`src/rtl/wishbone_master_xactor.sv`:
```
// Pipelined Wishbone B4 master: client requests become STB beats inside one CYC,
// and ACK/ERR terminations return in issue order through a response FIFO.
module wishbone_master_xactor #(
  parameter int ADDR_WIDTH      = 32,
  parameter int DATA_WIDTH      = 32,
  parameter int MAX_OUTSTANDING = 8
) (
  input  logic                    CLK,
  input  logic                    RST,
  input  logic                    req_valid,
  output logic                    req_ready,
  input  logic                    req_we,
  input  logic [DATA_WIDTH/8-1:0] req_sel,
  input  logic [ADDR_WIDTH-1:0]   req_adr,
  input  logic [DATA_WIDTH-1:0]   req_dat,
  output logic                    rsp_valid,
  input  logic                    rsp_ready,
  output logic [DATA_WIDTH-1:0]   rsp_dat,
  output logic                    rsp_we,
  output logic                    rsp_err,
  output logic                    CYC_O,
  output logic                    STB_O,
  output logic                    WE_O,
  output logic [ADDR_WIDTH-1:0]   ADR_O,
  output logic [DATA_WIDTH/8-1:0] SEL_O,
  output logic [DATA_WIDTH-1:0]   DAT_O,
  input  logic                    STALL_I,
  input  logic                    ACK_I,
  input  logic                    ERR_I,
  input  logic [DATA_WIDTH-1:0]   DAT_I,
  output logic                    protocol_err
);
  localparam int SW = DATA_WIDTH / 8;
  localparam int CW = $clog2(MAX_OUTSTANDING + 1);
  localparam int PW = $clog2(MAX_OUTSTANDING);
  localparam int EW = DATA_WIDTH + 2;
  localparam logic [CW:0] MAX_L = (CW+1)'(MAX_OUTSTANDING);

  logic                  stb_q, stb_d, we_q, we_d, cyc_q, cyc_d, perr_q, perr_d;
  logic [ADDR_WIDTH-1:0] adr_q, adr_d;
  logic [SW-1:0]         sel_q, sel_d;
  logic [DATA_WIDTH-1:0] dat_q, dat_d;
  logic [CW-1:0]         out_q, out_d, cnt_q, cnt_d;
  logic [PW-1:0]         wptr_q, wptr_d, rptr_q, rptr_d;
  logic [EW-1:0]         mem_q [MAX_OUTSTANDING];
  logic [EW-1:0]         push_data, head;
  logic                  beat, term, elig, credit_ok, dir_ok, accept, push, pop;
  logic [CW:0]           load;

  always_comb begin
    beat      = stb_q && !STALL_I;
    term      = ACK_I || ERR_I;
    // A termination is only legal for a beat already issued or issuing now
    elig      = term && ((out_q != '0) || beat);
    // Reserve a FIFO slot for every beat in flight: ACK cannot be stalled
    load      = {1'b0, out_q} + {1'b0, cnt_q} + (CW+1)'(stb_q);
    credit_ok = load < MAX_L;
    dir_ok    = !cyc_q || (req_we == we_q);
    req_ready = (!stb_q || !STALL_I) && credit_ok && dir_ok;
    accept    = req_valid && req_ready;
    push      = elig;
    pop       = (cnt_q != '0) && rsp_ready;
    push_data = {(we_q ? {DATA_WIDTH{1'b0}} : DAT_I), we_q, ERR_I};

    stb_d = stb_q;
    we_d  = we_q;
    adr_d = adr_q;
    sel_d = sel_q;
    dat_d = dat_q;
    if (accept) begin
      stb_d = 1'b1;
      we_d  = req_we;
      adr_d = req_adr;
      sel_d = req_sel;
      dat_d = req_dat;
    end else if (beat) begin
      stb_d = 1'b0;
    end

    out_d = out_q;
    if (beat && !elig)      out_d = out_q + CW'(1);
    else if (!beat && elig) out_d = out_q - CW'(1);

    cnt_d = cnt_q;
    if (push && !pop)      cnt_d = cnt_q + CW'(1);
    else if (!push && pop) cnt_d = cnt_q - CW'(1);

    wptr_d = push ? wptr_q + PW'(1) : wptr_q;
    rptr_d = pop  ? rptr_q + PW'(1) : rptr_q;
    cyc_d  = stb_d || (out_d != '0);
    perr_d = perr_q || (term && !elig);
  end

  always_ff @(posedge CLK or posedge RST) begin
    if (RST) begin
      stb_q  <= 1'b0;
      we_q   <= 1'b0;
      adr_q  <= '0;
      sel_q  <= '0;
      dat_q  <= '0;
      cyc_q  <= 1'b0;
      out_q  <= '0;
      cnt_q  <= '0;
      wptr_q <= '0;
      rptr_q <= '0;
      perr_q <= 1'b0;
    end else begin
      stb_q  <= stb_d;
      we_q   <= we_d;
      adr_q  <= adr_d;
      sel_q  <= sel_d;
      dat_q  <= dat_d;
      cyc_q  <= cyc_d;
      out_q  <= out_d;
      cnt_q  <= cnt_d;
      wptr_q <= wptr_d;
      rptr_q <= rptr_d;
      perr_q <= perr_d;
    end
  end

  // Storage needs no reset: validity is tracked by the pointers and count
  always_ff @(posedge CLK) begin
    if (push) mem_q[wptr_q] <= push_data;
  end

  assign head         = mem_q[rptr_q];
  assign rsp_valid    = (cnt_q != '0);
  assign rsp_dat      = head[EW-1:2];
  assign rsp_we       = head[1];
  assign rsp_err      = head[0];
  assign CYC_O        = cyc_q;
  assign STB_O        = stb_q;
  assign WE_O         = we_q;
  assign ADR_O        = adr_q;
  assign SEL_O        = sel_q;
  assign DAT_O        = dat_q;
  assign protocol_err = perr_q;
endmodule

```
`config.mk`:
```
export PLATFORM = sky130hd
export DESIGN_NAME = wishbone_master_xactor
export DESIGN_NICKNAME = d
export VERILOG_FILES = /design/src/rtl/wishbone_master_xactor.sv
export SDC_FILE = /design/constraint.sdc
export NUM_CORES = 1
export LEC_CHECK = 0
export ABC_AREA = 1
export CORE_UTILIZATION = 53
export CTS_BUF_LIST = sky130_fd_sc_hd__clkbuf_4 sky130_fd_sc_hd__clkbuf_8 sky130_fd_sc_hd__clkbuf_16
export DETAILED_ROUTE_END_ITERATION = 10
export GPL_TIMING_DRIVEN = 1
export PLACE_DENSITY = 0.79
export SLEW_MARGIN = 20
export SYNTH_ARGS = -nofsm -noshare
export SYNTH_HDL_FRONTEND = slang
export SYNTH_SLANG_ARGS = --single-unit
```
`constraint.sdc`:
```
create_clock -name CLK -period 7.9 [get_ports CLK]
set_input_delay 1.58 -clock CLK [delete_from_list [all_inputs] [get_ports CLK]]
set_output_delay 1.58 -clock CLK [all_outputs]
set_load 0.01 [all_outputs]
```
## After elaboration in Yosys (flattened, before gate mapping)

Memories as Yosys holds them, arrays and structs flattened.
Cells that the tools add are included.

- Bits in registers: 86
- RAM bits: 272
- Input port bits: 108
- Output and inout port bits: 108
- Word-level logic and storage cells: 58
- Memories kept: 1

- Add/subtract/negate cells: 8
- $lt $le $gt $ge: 1
- Equal/unequal tests: 1
- Mux-type cells: 9
- Reduce and logical (&&, ||, !) cells: 27

Memories:

| memory | words | width | read ports | clocked after Yosys merged registers in | write ports | line | text |
|---|---|---|---|---|---|---|---|
| mem_q | 8 | 34 | 1 | 0 | 1 | 45 | `logic [EW-1:0] mem_q [MAX_OUTSTANDING];` |

Operators with widths:

| cell | count |
|---|---|
| 2-to-1 mux 32 bit | 1 |
| 2-to-1 mux 4 bit | 4 |
| nonzero test 4 bit | 3 |
| logical AND 1 bit | 11 |
| adder 4 x 1 -> 4 bit, second input constant | 2 |
| subtractor 4 x 1 -> 4 bit, second input constant | 2 |
| adder 3 x 1 -> 3 bit, second input constant | 2 |
| zero test 1 bit | 6 |
| logical OR 1 bit | 6 |
| adder 4 x 4 -> 5 bit | 1 |
| adder 5 x 1 -> 5 bit | 1 |
| < comparator 5 x 4 -> 1 bit, second input constant | 1 |
| 2-to-1 mux 1 bit | 4 |
| nonzero test 2 bit | 1 |
| == test 1 bit | 1 |

## Logic depth before layout (Yosys ltp)

Gate-level depths: netlist of the first run.

- Depth in word-level cells: 9
- Mapped depth: 13

## Worst setup path before layout of the first run

Ideal clock, no wire load.

- Path kind: input-to-reg
- Start point: in STALL_I
- End point: mem mem_q[0][0] (netlist name), enable pin
- Library setup time: 425 ps
- Data arrival time: 3655 ps
- Path slack: 3819 ps
- Cell stages on the path: 6
- Buffers on the path: 0
- Path through: inv_1 nand2_1 nand3_1 nand2_1 or2_2 nor2_1

- Cells in the longest elaborated chain, start to end: 6

Ends and longest elaborated chain:

| element | line | text |
|---|---|---|
| start: declaration | 27 | `input logic STALL_I,` |
| zero test 1 bit | 51 | `beat = stb_q && !STALL_I;` |
| logical AND 1 bit | 51 |  |
| logical OR 1 bit | 54 | `elig = term && ((out_q != '0) \|\| beat);` |
| logical AND 1 bit | 54 |  |
| 2-to-1 mux 1 bit | 124 | `if (push) mem_q[wptr_q] <= push_data;` |
| 2-to-1 mux 1 bit (implied by the code) | 124 |  |
| end: declaration | 45 |  |

No other way between the ends.

## Worst setup path after layout of the first run

- Start point: reg rptr_q[0]
- End point: out rsp_dat[13]

- Cells in the longest elaborated chain, start to end: 1

Ends and longest elaborated chain:

| element | line | text |
|---|---|---|
| start: declaration | 44 | `logic [PW-1:0] wptr_q, wptr_d, rptr_q, rptr_d;` |
| start signal: assignment | 117 | `rptr_q <= rptr_d;` |
| memory (8 x 34 bit) | n/a |  |
| end: declaration | 18 | `output logic [DATA_WIDTH-1:0] rsp_dat,` |

No other way between the ends.

==> results of run 1 <==
[placed cells by master (no fill, tap or decap), types with 16 or more instances in the layout]
| cell type | instances |
|---|---|
| sky130_fd_sc_hd__clkdlybuf4s50_1 | 215 |
| sky130_fd_sc_hd__edfxtp_1 | 272 |
| sky130_fd_sc_hd__o21ai_0 | 87 |
| sky130_fd_sc_hd__clkbuf_16 | 37 |
| sky130_fd_sc_hd__o21ai_2 | 50 |
| sky130_fd_sc_hd__dfrtp_1 | 83 |
| sky130_fd_sc_hd__nand2_1 | 205 |
| sky130_fd_sc_hd__o32ai_1 | 68 |
| sky130_fd_sc_hd__buf_4 | 16 |
| sky130_fd_sc_hd__inv_1 | 119 |
| sky130_fd_sc_hd__nor2_1 | 246 |
[worst max path at each step]
stage                         start     endpoint  slack [ns]  depth (start not counted)
after floorplan             STALL_I  mem_q[0][0]        3.82                          6
after global placement    rptr_q[0]  rsp_dat[31]        3.18                          7
after detailed placement  rptr_q[0]  rsp_dat[31]        3.03                          7
after CTS                 rptr_q[0]  rsp_dat[31]        2.46                          7
after global routing      rptr_q[0]  rsp_dat[13]        2.17                          7
final                     rptr_q[0]  rsp_dat[13]        2.45                          7
[tightest hold or removal path: cells and delay by family (launching register included)]
kind / cells / cell delay [ns]
AND/OR/NAND/NOR: 1 / 0.05
AO/OA/AOI/OAI: 1 / 0.06
flip-flops: 1 / 0.34
[Yosys cell counts, drive strengths merged]
cell type,number,area share
edfxtp,272,0.55
nor2,255,0.065
nand2,215,0.056
o21ai,140,0.060
inv,121,0.031
dfrtp,86,0.15
o32ai,68,0.040
buf,42,0.021
clkbuf,29,0.0073
ha,11,0.0093
nand3,10,0.0037
xor2,5,0.0030
xnor2,3,0.0018
a21oi,2,0.00068
mux2,2,0.0015
nand4,2,0.00084
clkinv,1,0.00025
fa,1,0.0014
nor3,1,0.00034
o21bai,1,0.00051
or2,1,0.00042
[final cells by class]
type / instances / area share
Clock buffer: 47 / 0.0550
Sequential cell: 358 / 0.560
Clock inverter: 19 / 0.0108
Tap cell: 372 / 0.0253
Inverter: 122 / 0.0251
Multi-Input combinational cell: 717 / 0.200
Timing Repair Buffer: 231 / 0.123
[through the flow]
stage	utilization	hold slack (ns)	instances	power, uW
after floorplan	-	0.472	1268	4660
after global placement	0.634	0.465	1800	5790
after detailed placement	0.634	0.469	1800	5900
after CTS	0.678	0.484	1866	7660
after global routing	0.678	0.504	1866	8050
final	0.678	0.482	1866	7600
[power groups by stage]
stage                     Sequential [uW]  Combinational, uW  Clock (uW)
after floorplan                      2950               1710           0
after global placement               2970               2820           0
after global routing                 3010               3210        1830
after detailed placement             2990               2910           0
after CTS                            2960               2940        1760
final                                2960               2910        1730
[per-layer routing]
metal | GRT usage | routed length (um)
met1 | 0.290 | 12900
met2 | 0.420 | 16800
met3 | 0.0674 | 3290
met4 | 0.0752 | 635
met5 | 0 | 0
[sequential cells by signal, indices dropped and copies added, names as in the netlist]
register      count
mem_q           272
ADR_O            32
DAT_O            32
SEL_O             4
cnt_q             4
out_q             4
rptr_q            3
wptr_q            3
CYC_O             1
STB_O             1
WE_O              1
protocol_err      1
[cells by family (layout without fill, tap and decap cells)]
family,after synthesis,in the layout,share of synthesized area
AOI/OAI and AO/OA,211,211,0.101
xor gates and xnor gates,8,8,0.00473
adders and majority gates,12,12,0.0106
buffers and inverters,193,419,0.0589
DFF,358,358,0.697
muxes,2,2,0.00152
and+or+nand+nor,484,484,0.126
==> metrics.log, run 1 <==
[metrics] run status: completed
[metrics] Cell Int Power: 4910 uW
[metrics] fraction of final layout cells with drive strength greater than 1: 0.105
[metrics] remaining antenna violation count: 0
[metrics] Mean Syn Cell Area: 11.7 um2
[metrics] total of flip-flops plus latches after synthesis: approximately 360
[metrics] final worst clock skew: around 0.021 ns
[metrics] NetSw: approximately 2700 uW
[metrics] CTS tree: built
[metrics] critical path's top delay family: buffers and inverters
[metrics] endpoint of the worst hold path: ADR_O[13]
[metrics] vertical die dimension: 169 um
[metrics] clock slew seen by the registers of the worst setup and hold paths: 0.06 ns
[metrics] Clk Tree Root Cell: sky130_fd_sc_hd__clkbuf_16
[metrics] count of endpoints failing hold in the final timing report: 0
[metrics] number of instances resized during post-cts repair: 0
[metrics] library cell appearing most often on the critical path: sky130_fd_sc_hd__nand2_1
[metrics] cell count after synthesis: ~1300
[metrics] class of the tightest hold or removal check: flip-flop to flip-flop
[metrics] count of TritonRoute iterations in the first routing pass: 5
[metrics] number of cells traversed by the worst register-to-register path: 10
[metrics] maximum vdd drop: approximately 0.26 mV
[metrics] total half-perimeter wirelength after legalization and detailed placement: between 15000 and 20000 um
[metrics] number of clock buffers inserted by TritonCTS: 37
[metrics] maximum number of buffers from clock root to sink: 3
[metrics] actual slew at the worst max-slew pin: 1.01 ns
[metrics] number of vias after detailed routing: 9970
[metrics] worst endpoint required time: 6.32 ns
[metrics] overall overflow remaining after global route: 0
[metrics] post-synthesis cell area: 14800 um2
[metrics] worst reg2reg path endpoint: DAT_O[13]
[metrics] via count of the first global-routing pass: between 10000 and 15000
[metrics] Switching Fraction: 0.354
[metrics] setup TNS after final layout: 0 ns
[metrics] maximum clock frequency: 0.184 GHz
[metrics] total power density per cell area: 412 nW/um2
[metrics] Initial Utilization: 0.545
[metrics] headroom to the max-slew limit: 0.325
[metrics] Routed WL: 33700 um
[metrics] area taken by flip-flops and latches: between 10000 and 15000 um2
[metrics] maximum net fanout on the critical path: between 80 and 90
[metrics] final setup violation count: 0
[metrics] setup repair after global routing missed its margin: false
[metrics] die width: 169 um
[metrics] sequential cell fraction of total power: 0.390
[metrics] total of fill cells in the finished design: 1955
[metrics] detail-routed net length per standard cell: approximately 18 um
[metrics] antenna violations before repair: 0
[metrics] final-report max-slew violation count: 0
[metrics] sort of element at the end of the critical path: output port
[metrics] master of the slowest instance on the critical path: sky130_fd_sc_hd__inv_4
[metrics] clock latency on the worst-skew pair: roughly 0.52 ns
[metrics] syn_nets: 1388
[metrics] number of ports placed on the die boundary: 216
[metrics] Clock power frac: 0.227
[metrics] cell chain of the critical path: inv_4 > buf_4 > nor2_1 > o32ai_1 > nand2_1 > nand2_1 > clkdlybuf4s50_1
[metrics] nets: 1587
[metrics] fin worst setup slack: 2.45 ns
[metrics] area of the placeable core: 27200 um2
[metrics] number of cells traversed by the worst hold path: 2
[metrics] post-cts hold buffer count: 0
[metrics] fraction of power consumed by combinational cells: 0.383
[metrics] Synthesis Warnings: 0
[metrics] design area: 18400 um2
[metrics] Die ar.: ~29000 um2
[metrics] post-CTS repair timing setup buffer count: 0
[metrics] drt first-iter violations: 936
[metrics] clock period minus worst slack: around 5.4 ns
[metrics] cell leakage power: between 0.007 and 0.008 uW
[metrics] CTS sink cnt: 358
[metrics] number of rows in the core area: 60
[metrics] max-cap check violation count: 0
[metrics] Cell variety after synth: 30
[metrics] Via-to-Cell Ratio: 5.34
[metrics] critical path start-end classification: flip-flop to output port
[metrics] CTS H-tree depth: 2
[metrics] diode insertion count for antenna repair: 0
[metrics] dpl cell area: between 15000 and 20000 um2
[metrics] largest net degree at the start of global routing: 105
[metrics] FF-to-FF setup slack: between 5 and 6 ns
[metrics] crit start category: flip-flop
[metrics] share of the yosys chip area belonging to registers: 0.697
[metrics] WP buf/inv: 3
[metrics] Min-Delay Startpoint: ADR_O[13]
[metrics] wire length of the first global-routing pass: around 53000 um
[metrics] DRC violations left: 0
[metrics] Total GRT Usage: 0.241
[metrics] highest cell delay on the worst timing path: 0.80 ns
[metrics] area of the multi-input gates: 3690 um2
[metrics] data arrival time of the critical path: about 3.9 ns
[metrics] weighted congestion at the end of routability-driven global placement: between 0.7 and 0.8
[metrics] area growth from synthesis to layout: 24.4%
[metrics] worst r2r src: cnt_q[0]
[metrics] Setup WS pre-CTS: 3.03 ns
[metrics] total of buffers placed on input and output ports: 215
[metrics] final worst path period share: 0.689
No activity file was read; power rests on OpenSTA's default activity.
==> inputs of run 2 (changes only) <==
--- a/config.mk
+++ b/config.mk
@@ -6,11 +6,11 @@
 export NUM_CORES = 1
 export LEC_CHECK = 0
 export ABC_AREA = 1
-export CORE_UTILIZATION = 53
+export CORE_UTILIZATION = 49
 export CTS_BUF_LIST = sky130_fd_sc_hd__clkbuf_4 sky130_fd_sc_hd__clkbuf_8 sky130_fd_sc_hd__clkbuf_16
 export DETAILED_ROUTE_END_ITERATION = 10
 export GPL_TIMING_DRIVEN = 1
-export PLACE_DENSITY = 0.79
+export PLACE_DENSITY = 0.77
 export SLEW_MARGIN = 20
 export SYNTH_ARGS = -nofsm -noshare
 export SYNTH_HDL_FRONTEND = slang
==> constraint.sdc (replaced) <==
create_clock -name CLK -period 4.4 [get_ports CLK]
set_input_delay 0.88 -clock CLK [delete_from_list [all_inputs] [get_ports CLK]]
set_output_delay 0.88 -clock CLK [all_outputs]
set_load 0.01 [all_outputs]
==> run 2 against run 1 <==
Net effect: total power is 79% higher; final cell count is 1.2% higher; non-clock buffer count up 3; critical path type unchanged.
==> metrics.log, run 2 (synthesis gave the netlist of run 1 again) <==
[metrics] run status: completed (unchanged)
[metrics] vertical die dimension: 176 um (was 169 um)
[metrics] maximum number of buffers from clock root to sink: 3 (unchanged)
[metrics] max-cap check violation count: 0 (unchanged)
[metrics] drt first-iter violations: 936 (unchanged)
[metrics] wire length of the first global-routing pass: 54000 um (was 52700 um)
[metrics] number of standard cells in the final layout excluding fillers: 1888 (was 1866)
[metrics] count of endpoints failing hold in the final timing report: 0 (unchanged)
[metrics] Initial Utilization: 0.499 (was 0.545)
[metrics] cell leakage power: 0.00731 uW (about the same)
[metrics] Via-to-Cell Ratio: 5.34 (about the same)
[metrics] # placed instances: 1820 (was 1800)
[metrics] maximum clock frequency: about 0.26 GHz
[metrics] Clk Tree Root Cell: sky130_fd_sc_hd__clkbuf_16 (unchanged)
[metrics] actual slew at the worst max-slew pin: 0.862 ns (was 1.01 ns)
[metrics] nets: 1591 (was 1587)
[metrics] commonest cells after routing, fill and taps aside: 272 x sky130_fd_sc_hd__edfxtp_1, 246 x sky130_fd_sc_hd__nor2_1, 215 x sky130_fd_sc_hd__clkdlybuf4s50_1 (unchanged)
[metrics] number of vias after detailed routing: 10100 (was 9970)
[metrics] setup repair after global routing missed its margin: false (unchanged)
[metrics] Total GRT Usage: 0.225 (was 0.241)
[metrics] clock period minus worst slack: 3.83 ns
[metrics] data arrival time of the critical path: 2.95 ns (was 3.87 ns)
[metrics] die width: 176 um (was 169 um)
[metrics] final setup violation count: 0 (unchanged)
[metrics] total half-perimeter wirelength after legalization and detailed placement: 21300 um (was 19400 um)
[metrics] total power density per cell area: 734 nW/um2 (was 412 nW/um2)
[metrics] setup TNS after final layout: 0 ns (unchanged)
[metrics] total of buffers placed on input and output ports: 215 (unchanged)
[metrics] final-report max-slew violation count: 0 (unchanged)
[metrics] Die ar.: 30900 um2 (was 28600 um2)
[metrics] post-cts hold buffer count: 0 (unchanged)
[metrics] sort of element at the end of the critical path: output port (unchanged)
[metrics] number of ports placed on the die boundary: 216 (unchanged)
[metrics] count of TritonRoute iterations in the first routing pass: 5 (unchanged)
[metrics] critical path start-end classification: flip-flop to output port (unchanged)
[metrics] remaining antenna violation count: 0 (unchanged)
[metrics] number of cells traversed by the worst hold path: 2 (unchanged)
[metrics] clock latency on the worst-skew pair: 0.52 ns (about the same)
[metrics] crit start category: flip-flop (unchanged)
[metrics] number of instances resized during post-cts repair: 0 (unchanged)
[metrics] number of flip-flops in the largest register: 272 (unchanged)
[metrics] CTS H-tree depth: 2 (unchanged)
[metrics] most frequent standard cell in the layout excluding fill and tap cells: sky130_fd_sc_hd__edfxtp_1 (unchanged)
[metrics] CTS sink cnt: 358 (unchanged)
[metrics] via count of the first global-routing pass: 10200 (was 10000)
[metrics] final worst path period share: 0.870
[metrics] diode insertion count for antenna repair: 0 (unchanged)
[metrics] Routed WL: 34300 um (was 33700 um)
[metrics] class of the tightest hold or removal check: flip-flop to flip-flop (unchanged)
[metrics] worst endpoint required time: 3.52 ns (was 6.32 ns)
[metrics] clock slew seen by the registers of the worst setup and hold paths: 0.06 ns (about the same)
[metrics] post-CTS repair timing setup buffer count: 0 (unchanged)
[metrics] number of cells traversed by the worst register-to-register path: 8 (was 10)
[metrics] weighted congestion at the end of routability-driven global placement: 0.869 (was 0.760)
[metrics] antenna violations before repair: 0 (unchanged)
[metrics] largest reg by FF count: mem_q (unchanged)
[metrics] maximum net fanout on the critical path: 45 (was 86)
[metrics] DRC violations left: 0 (unchanged)
[metrics] final worst clock skew: 0.0114 ns (was 0.0207 ns)
[metrics] number of clock buffers inserted by TritonCTS: 38 (was 37)
[metrics] total of fill cells in the finished design: 2237 (was 1955)
[metrics] largest net degree at the start of global routing: 138 (was 105)
[metrics] fraction of final layout cells with drive strength greater than 1: 0.103 (was 0.105)
[metrics] headroom to the max-slew limit: 0.425 (was 0.325)
[metrics] overall overflow remaining after global route: 0 (unchanged)
[metrics] number of rows in the core area: 63 (was 60)
[metrics] area growth from synthesis to layout: 25.0% (was 24.4%)
[metrics] maximum vdd drop: 0.409 mV (was 0.257 mV)
[metrics] detail-routed net length per standard cell: 18.2 um (was 18.0 um)
[metrics] CTS tree: built (unchanged)
[metrics] area of the placeable core: 29700 um2 (was 27200 um2)
==> run 2: cell type report <==
class,instances,area [um2],share of cell area
tap,390,488,0.0263
clock buffer,47,1040,0.0559
timing repair buffer,234,2410,0.130
sequential,358,10300,0.558
multi-input combinational,717,3690,0.199
inverter,122,462,0.0249
clock inverter,20,103,0.00554
==> run 2: final timing paths <==
kind	start	endpoint	slack, ns
setup / recovery	rptr_q[0]	rsp_dat[21]	0.57
hold / removal	DAT_O[15]	DAT_O[15]	0.48
setup reg to reg	cnt_q[3]	SEL_O[1]	1.73
hold reg to reg	DAT_O[15]	DAT_O[15]	0.48
max in group asynchronous	RST	rptr_q[0]	3.02
min in group asynchronous	RST	DAT_O[19]	0.66
==> run 2: worst max-delay path, stage by stage, from the launching register on <==
cell and delay (ns):
sky130_fd_sc_hd__dfrtp_4 0.50, sky130_fd_sc_hd__inv_4 0.39, sky130_fd_sc_hd__buf_4 0.34, sky130_fd_sc_hd__nor2_1 0.06
sky130_fd_sc_hd__o32ai_1 0.34, sky130_fd_sc_hd__nand2_1 0.10, sky130_fd_sc_hd__nand2_1 0.14, sky130_fd_sc_hd__clkdlybuf4s50_1 0.55
==> run 2: where the power goes <==
group          switching [uW]  internal (uW)
clock                    1270           1670
sequential                413           4810
combinational            3200           2230
total                    4880           8710
==> run 2: stage by stage <==
stage               hold WS, ns  instance area [um2]  worst slack (ns)   util  total power [uW]
floorplan                 0.472                14800              1.02      -              8360
global placement          0.465                17400              1.06  0.584             10500
detailed placement        0.462                17400             0.982  0.584             10700
CTS                       0.482                18500             0.441  0.622             13700
global route              0.504                18500             0.456  0.623             14400
finish                    0.481                18500             0.570  0.623             13600
==> run 2: metal layers <==
| metal | GRT usage | part of all wire |
|---|---|---|
| met5 | 0 | 0 |
| met4 | 0.0674 | 0.022 |
| met3 | 0.0630 | 0.095 |
| met2 | 0.370 | 0.48 |
| met1 | 0.291 | 0.41 |
